==> config.mk <==
export PLATFORM = sky130hd
export DESIGN_NAME = sobel_window_gen
export DESIGN_NICKNAME = d
export VERILOG_FILES = /design/src/rtl/sobel_window_gen.sv
export SDC_FILE = /design/constraint.sdc
export NUM_CORES = 1
export LEC_CHECK = 0
export CAP_MARGIN = 20
export CORE_UTILIZATION = 62
export DETAILED_ROUTE_END_ITERATION = 16
export PLACE_DENSITY_LB_ADDON = 0.05
export RECOVER_POWER = 25
export SLEW_MARGIN = 10
export SYNTH_ARGS = -nofsm -noshare
export SYNTH_HDL_FRONTEND = slang
export SYNTH_SLANG_ARGS = --single-unit
==> constraint.sdc <==
create_clock -name CK -period 6.3 [get_ports CK]
set_input_delay 0.945 -clock CK [delete_from_list [all_inputs] [get_ports CK]]
set_output_delay 0.945 -clock CK [all_outputs]
set_load 0.02 [all_outputs]
==> src/rtl/sobel_window_gen.sv <==
// Raster-to-3x3 window generator feeding the Sobel filter; emits only fully interior windows.
// Optional macro SOBEL_WIN_POS_EN adds CX/CY centre-coordinate outputs.
module sobel_window_gen #(
  parameter int IMG_W = 64,
  parameter int IMG_H = 64
) (
  input  logic       CK,
  input  logic       RES,
  input  logic [7:0] PIX_IN,
  input  logic       PIX_VLD,
  input  logic       SOF,
  output logic [7:0] S00,
  output logic [7:0] S01,
  output logic [7:0] S02,
  output logic [7:0] S10,
  output logic [7:0] S11,
  output logic [7:0] S12,
  output logic [7:0] S20,
  output logic [7:0] S21,
  output logic [7:0] S22,
  output logic       WIN_VLD,
  output logic       EOF
`ifdef SOBEL_WIN_POS_EN
  ,
  output logic [$clog2(IMG_W)-1:0] CX,
  output logic [$clog2(IMG_H)-1:0] CY
`endif
);

  localparam int CW = $clog2(IMG_W);
  localparam int RW = $clog2(IMG_H);

  localparam logic [CW-1:0] COL_LAST = CW'(IMG_W - 1);
  localparam logic [CW-1:0] COL_ONE  = CW'(1);
  localparam logic [CW-1:0] COL_TWO  = CW'(2);
  localparam logic [RW-1:0] ROW_LAST = RW'(IMG_H - 1);
  localparam logic [RW-1:0] ROW_ONE  = RW'(1);
  localparam logic [RW-1:0] ROW_TWO  = RW'(2);

  logic [CW-1:0] col_reg;
  logic [RW-1:0] row_reg;
  logic [CW-1:0] col_eff;
  logic [RW-1:0] row_eff;
  logic [CW-1:0] col_next;
  logic [RW-1:0] row_next;

  logic [7:0] lb0 [0:IMG_W-1];
  logic [7:0] lb1 [0:IMG_W-1];

  logic [7:0] win_reg [0:2][0:2];
  logic       win_vld_reg;
  logic       eof_reg;

  // SOF overrides the running position so the qualifying pixel lands at (0,0).
  always_comb begin
    col_eff  = (PIX_VLD && SOF) ? '0 : col_reg;
    row_eff  = (PIX_VLD && SOF) ? '0 : row_reg;
    col_next = col_eff + COL_ONE;
    row_next = row_eff;
    if (col_eff == COL_LAST) begin
      col_next = '0;
      row_next = (row_eff == ROW_LAST) ? '0 : row_eff + ROW_ONE;
    end
  end

  // Line storage is never cleared; rows 0/1 are masked by the row>=2 gate instead.
  always_ff @(posedge CK) begin
    if (PIX_VLD && !RES) begin
      lb0[col_eff] <= lb1[col_eff];
      lb1[col_eff] <= PIX_IN;
    end
  end

  always_ff @(posedge CK) begin
    if (RES) begin
      col_reg     <= '0;
      row_reg     <= '0;
      win_vld_reg <= 1'b0;
      eof_reg     <= 1'b0;
      for (int r = 0; r < 3; r++) begin
        for (int c = 0; c < 3; c++) begin
          win_reg[r][c] <= '0;
        end
      end
    end else begin
      win_vld_reg <= PIX_VLD && (col_eff >= COL_TWO) && (row_eff >= ROW_TWO);
      eof_reg     <= PIX_VLD && (col_eff == COL_LAST) && (row_eff == ROW_LAST);
      if (PIX_VLD) begin
        col_reg <= col_next;
        row_reg <= row_next;
        for (int r = 0; r < 3; r++) begin
          win_reg[r][0] <= win_reg[r][1];
          win_reg[r][1] <= win_reg[r][2];
        end
        // Line-buffer taps read the pre-write contents at this column.
        win_reg[0][2] <= lb0[col_eff];
        win_reg[1][2] <= lb1[col_eff];
        win_reg[2][2] <= PIX_IN;
      end
    end
  end

`ifdef SOBEL_WIN_POS_EN
  logic [CW-1:0] cx_reg;
  logic [RW-1:0] cy_reg;

  always_ff @(posedge CK) begin
    if (RES) begin
      cx_reg <= '0;
      cy_reg <= '0;
    end else if (PIX_VLD) begin
      cx_reg <= col_eff - COL_ONE;
      cy_reg <= row_eff - ROW_ONE;
    end
  end

  assign CX = cx_reg;
  assign CY = cy_reg;
`endif

  assign S00     = win_reg[0][0];
  assign S01     = win_reg[0][1];
  assign S02     = win_reg[0][2];
  assign S10     = win_reg[1][0];
  assign S11     = win_reg[1][1];
  assign S12     = win_reg[1][2];
  assign S20     = win_reg[2][0];
  assign S21     = win_reg[2][1];
  assign S22     = win_reg[2][2];
  assign WIN_VLD = win_vld_reg;
  assign EOF     = eof_reg;

endmodule

# --- After elaboration in Yosys (flattened, before gate mapping) ---
# Memories as Yosys holds them, arrays and structs flattened.
# Cells that the tools add are included.
totals:
  mem_count: 3
  output_inout_bits: 74
  in_bits: 12
  latch_bits: 0
  ram_bits: 1096
  mem_bits_ro: 0
  register_bits: 14
mem_list:
  columns: ["memory", "words", "word_bits", "rd", "rd_ports_with_merged_regs", "write_ports", "line", "source"]
  rows:
  - ["lb0", 64, 8, 1, 0, 1, "47", "logic [7:0] lb0 [0:IMG_W-1];"]
  - ["lb1", 64, 8, 1, 0, 1, "48", "logic [7:0] lb1 [0:IMG_W-1];"]
  - ["win_reg", 3, 24, 3, 0, 3, "50", "logic [7:0] win_reg [0:2][0:2];"]
op_classes:
  n_eq_ne: 2
  n_bitwise: 9
  order_cmp: 2
  mul: 0
  add_sub_neg: 2
  n_mux: 21
  n_div: 0
  shifts: 0
  reduce_logical: 7
ops:
  columns: ["cell", "count"]
  rows:
  - ["2-to-1 mux 8 bit", 9]
  - ["2-to-1 mux 6 bit", 5]
  - ["adder 6 x 1 -> 6 bit, second input constant", 2]
  - ["equality test 6 bit, second input constant", 2]
  - [">= comparator 6 x 2 -> 1 bit, second input constant", 2]
  - ["OR 1 bit", 9]
  - ["2-to-1 mux 1 bit", 7]
  - ["logical AND 1 bit", 6]
  - ["logical NOT 1 bit", 1]

# --- Longest topological paths before layout ---
depth:
  word_depth: 5
  mapped_depth: 15

# --- Least setup slack after synthesis ---
# No wires, ideal clock.
synth_path:
  path_type: "input port to flip-flop"
  from: "input PIX_VLD"
  to: "memory win_reg[0][30] (netlist name), data pin"
  path_slack_ns: 2.187
  cell_stages: 10
  t_required_ns: 6.034
  t_arrival_ns: 3.847
  n_path_buf: 4
  cell_sequence: "buf_2 a21bo_2 buf_6 buf_4 buf_2 mux2i_1 o22ai_1 a211oi_1 nand4_1 and2_1"
synth_lines:
  columns: ["element", "line", "source"]
  rows:
  - ["from (decl)", "10", "input logic PIX_VLD,"]
  - ["to (decl)", "50", null]

# --- Worst setup path after layout ---
layout_path:
  from: "register col_reg[2]"
  to: "memory lb0[9][0], data pin"
layout_via:
  elab_chain_len: 2
layout_lines:
  columns: ["element", "line", "source"]
  rows:
  - ["from (decl)", "40", "logic [CW-1:0] col_reg;"]
  - ["from (signal assigned)", "89", "col_reg <= col_next;"]
  - ["2-to-1 mux 6 bit", "56", "col_eff = (PIX_VLD && SOF) ? '0 : col_reg;"]
  - ["memory (64 x 8 bit)", null, null]
  - ["to (decl)", "47", null]
# Every way passes these cells.

==> reports/summary.txt <==
count leader, synth: edfxtp_1
routability-driven placement congestion ratio: 1.06
first-pass GRT wire length: 182000 um
worst reg-to-reg path cell count: 7
logic gate share of total power: 5.5%
pin count of the biggest net entering global routing: 107
Net Count, Synth: 2560
sequential power share: 53.5%
post-layout min period: 4830 ps
input/output buffers: 85
core area: 70100 sq um
die area: 72100 sq um
pwr dens: 311 nW/um^2
Initial DRT Pass Iterations: 8
Clock Tree Root: clkbuf_16
post-synth cell types: 84
startpoint types: flip-flop
WP data required: 6690 ps
worst slew pin tran: 4190 ps
final net count: 2718
vias in the first global route: 24400
Tot GR Track Use: 36.6%
post-CTS sizing: 0
clk_lat worst skew: 690 ps
vias: 25900
hold crit path type: flip-flop to flip-flop
total power draw: 15500 uW
CP Capture Type: flip-flop
Initial Utilization: 62.8%
CTS Hold Bufs: 0
DP HPWL: 81400 um
CTS clk-pin slew, worst paths: 70 ps
violation count after the first detailed-route iteration: 4388
YS warnings: 0
post-CTS setup buffer count: 0
initial antenna violation count: 2
CP max FO: 70
P&R area growth vs syn: 12.8%
largest cells by area after synthesis: edfxtp_1 75%, mux2i_1 3.5%, mux4_2 3.4%
Num CTS Buffers: 108
worst vdd ir: 0.000285 V
Post-synth top flop: edfxtp_1
Rows: 97
Max Buffers Root-to-Sink: 3
achievable frequency: 0.207 GHz
top-area cell type share of the netlist area: 74.7%
Crit Path Class: flip-flop to flip-flop
Layout Skew: 32.0 ps
total I/O pin count: 86
Die Y: 269 um
hold violation total from the final report: 0
ys async rst share: 0%
failing checks: max-capacitance violations, max-slew violations
die width: 269 um
Post-synth EDFFs: 1096
status: finished, violations left
Synth Cell Area: 44100 sq um
power share of the clock group: 41.0%
Seq cells post-synth: 1110
Post-Synthesis Cells: 2546
Cells on Worst Hold Path: 2
fin crit share: 76.7%
Vias/cell: 6.93
CTS tree: done
net switching power: 3370 uW
Max transition margin: -179%
RSZ-0062 raised after global routing: false
CP startpoint: col_reg[2]$_SDFFE_PP0P_
number of maximum-capacitance violations: 9
GRT overflow: 0
synthesized area per cell: 17.3 sq um
Fin Setup TNS: 0 ps
drc violations: 0
Setup-failing EPs final: 0
Post-Route WL: 131000 um
# clock sinks: 1110
static leakage: 0.0162 uW
Worst EP arrival: 5220 ps
Hold Crit Start: row_reg[0]$_SDFFE_PP0P_
R2R Path Start: col_reg[2]$_SDFFE_PP0P_
ratio of cells with drive above 1 in the final layout: 17.0%
CTS H-tree lvls: 3
top cells by count, synth: 1096 x edfxtp_1, 152 x mux2i_1, 109 x nor2_1
antenna viol nets, final: 0
Yosys top cell by area: edfxtp_1
internal power: 12100 uW
sequential share of the synthesized area: 75.3%
Slew Limit Fails: 593
Avg WL per Cell: 35.0 um
switch share: 21.8%
-- kinds of logic after synthesis --
group / count (synthesis) / synth area share [%]
mux: 305 / 9.19
xor+xnor: 3 / 0.0596
compound gates: 486 / 7.95
flops: 1110 / 75.3
simple gates: 462 / 5.29
buf+inv: 178 / 2.13
fa+ha+maj: 2 / 0.0568
-- per-layer routing --
metal / vias up / wire (um) / global-route usage (%)
li1: 10600 / - / -
met1: 13200 / 50500 / 52.8
met2: 1784 / 59400 / 55.2
met3: 271 / 15700 / 8.79
met4: 2 / 4890 / 12.9
met5: - / 19 / 0
-- metrics by stage --
stage / hold slack [ps] / worst slack [ps] / instance area [sq um] / util [%] / cells
4_1_cts: 488 / 1600 / 49700 / 70.9 / 3731
3_3_place_gp: 477 / 889 / 46200 / 65.9 / 3531
6_report: 511 / 1470 / 49700 / 70.9 / 3733
2_1_floorplan: 457 / 2190 / 44100 / - / 2546
5_1_grt: 524 / 1450 / 49700 / 70.9 / 3732
3_5_place_dp: 491 / 1070 / 46300 / 66.0 / 3533
-- area by class of cell --
class                   count  area (sq um)
repair buffers            220          1840
diodes                      1          2.50
inverters                   6          22.5
flip-flops and latches   1110         33200
fillers                  4520         20400
multi-input cells        1258         10000
clock inverters            62           631
well taps                 940          1180
clock buffers             136          2830
-- worst paths after layout --
kind | to | slack (ps)
min | row_reg[0]$_SDFFE_PP0P_ | 510
min reg2reg | row_reg[0]$_SDFFE_PP0P_ | 510
max | lb0[9][0]$_DFFE_PP_ | 1470
max reg2reg | lb0[9][0]$_DFFE_PP_ | 1470
-- worst max-delay path, cell delays in order (launching register included) --
cell and delay [ps]:
dfxtp_4 1000, buf_12 430, mux4_2 660, nand4_1 170
nand3_1 120, a2111oi_1 950, nand2_2 700, buf_12 390
-- power groups by stage --
stage	registers, uW	clock network [uW]	logic, uW
final	8270	6340	851
after global routing	8270	6650	879
after CTS	8260	6380	848
after detailed placement	8420	0	844
after global placement	8410	0	821
after floorplan	8440	0	421
-- cells in the final DEF (no fill, tap or decap), types with 26 or more instances in the layout --
master	n
edfxtp_1	1096
mux2i_1	152
buf_4	122
clkbuf_16	108
nor2_1	105
nand2_1	105
a21oi_1	89
mux2_2	83
and2_1	70
o21ai_0	67
mux4_2	66
dlygate4sd3_1	47
a22oi_1	43
clkbuf_1	36
nand3_1	34
o22ai_1	28
clkdlybuf4s50_1	28
and3_1	27
o211ai_1	26
a221oi_1	26
(Power assumes the default switching activity.)
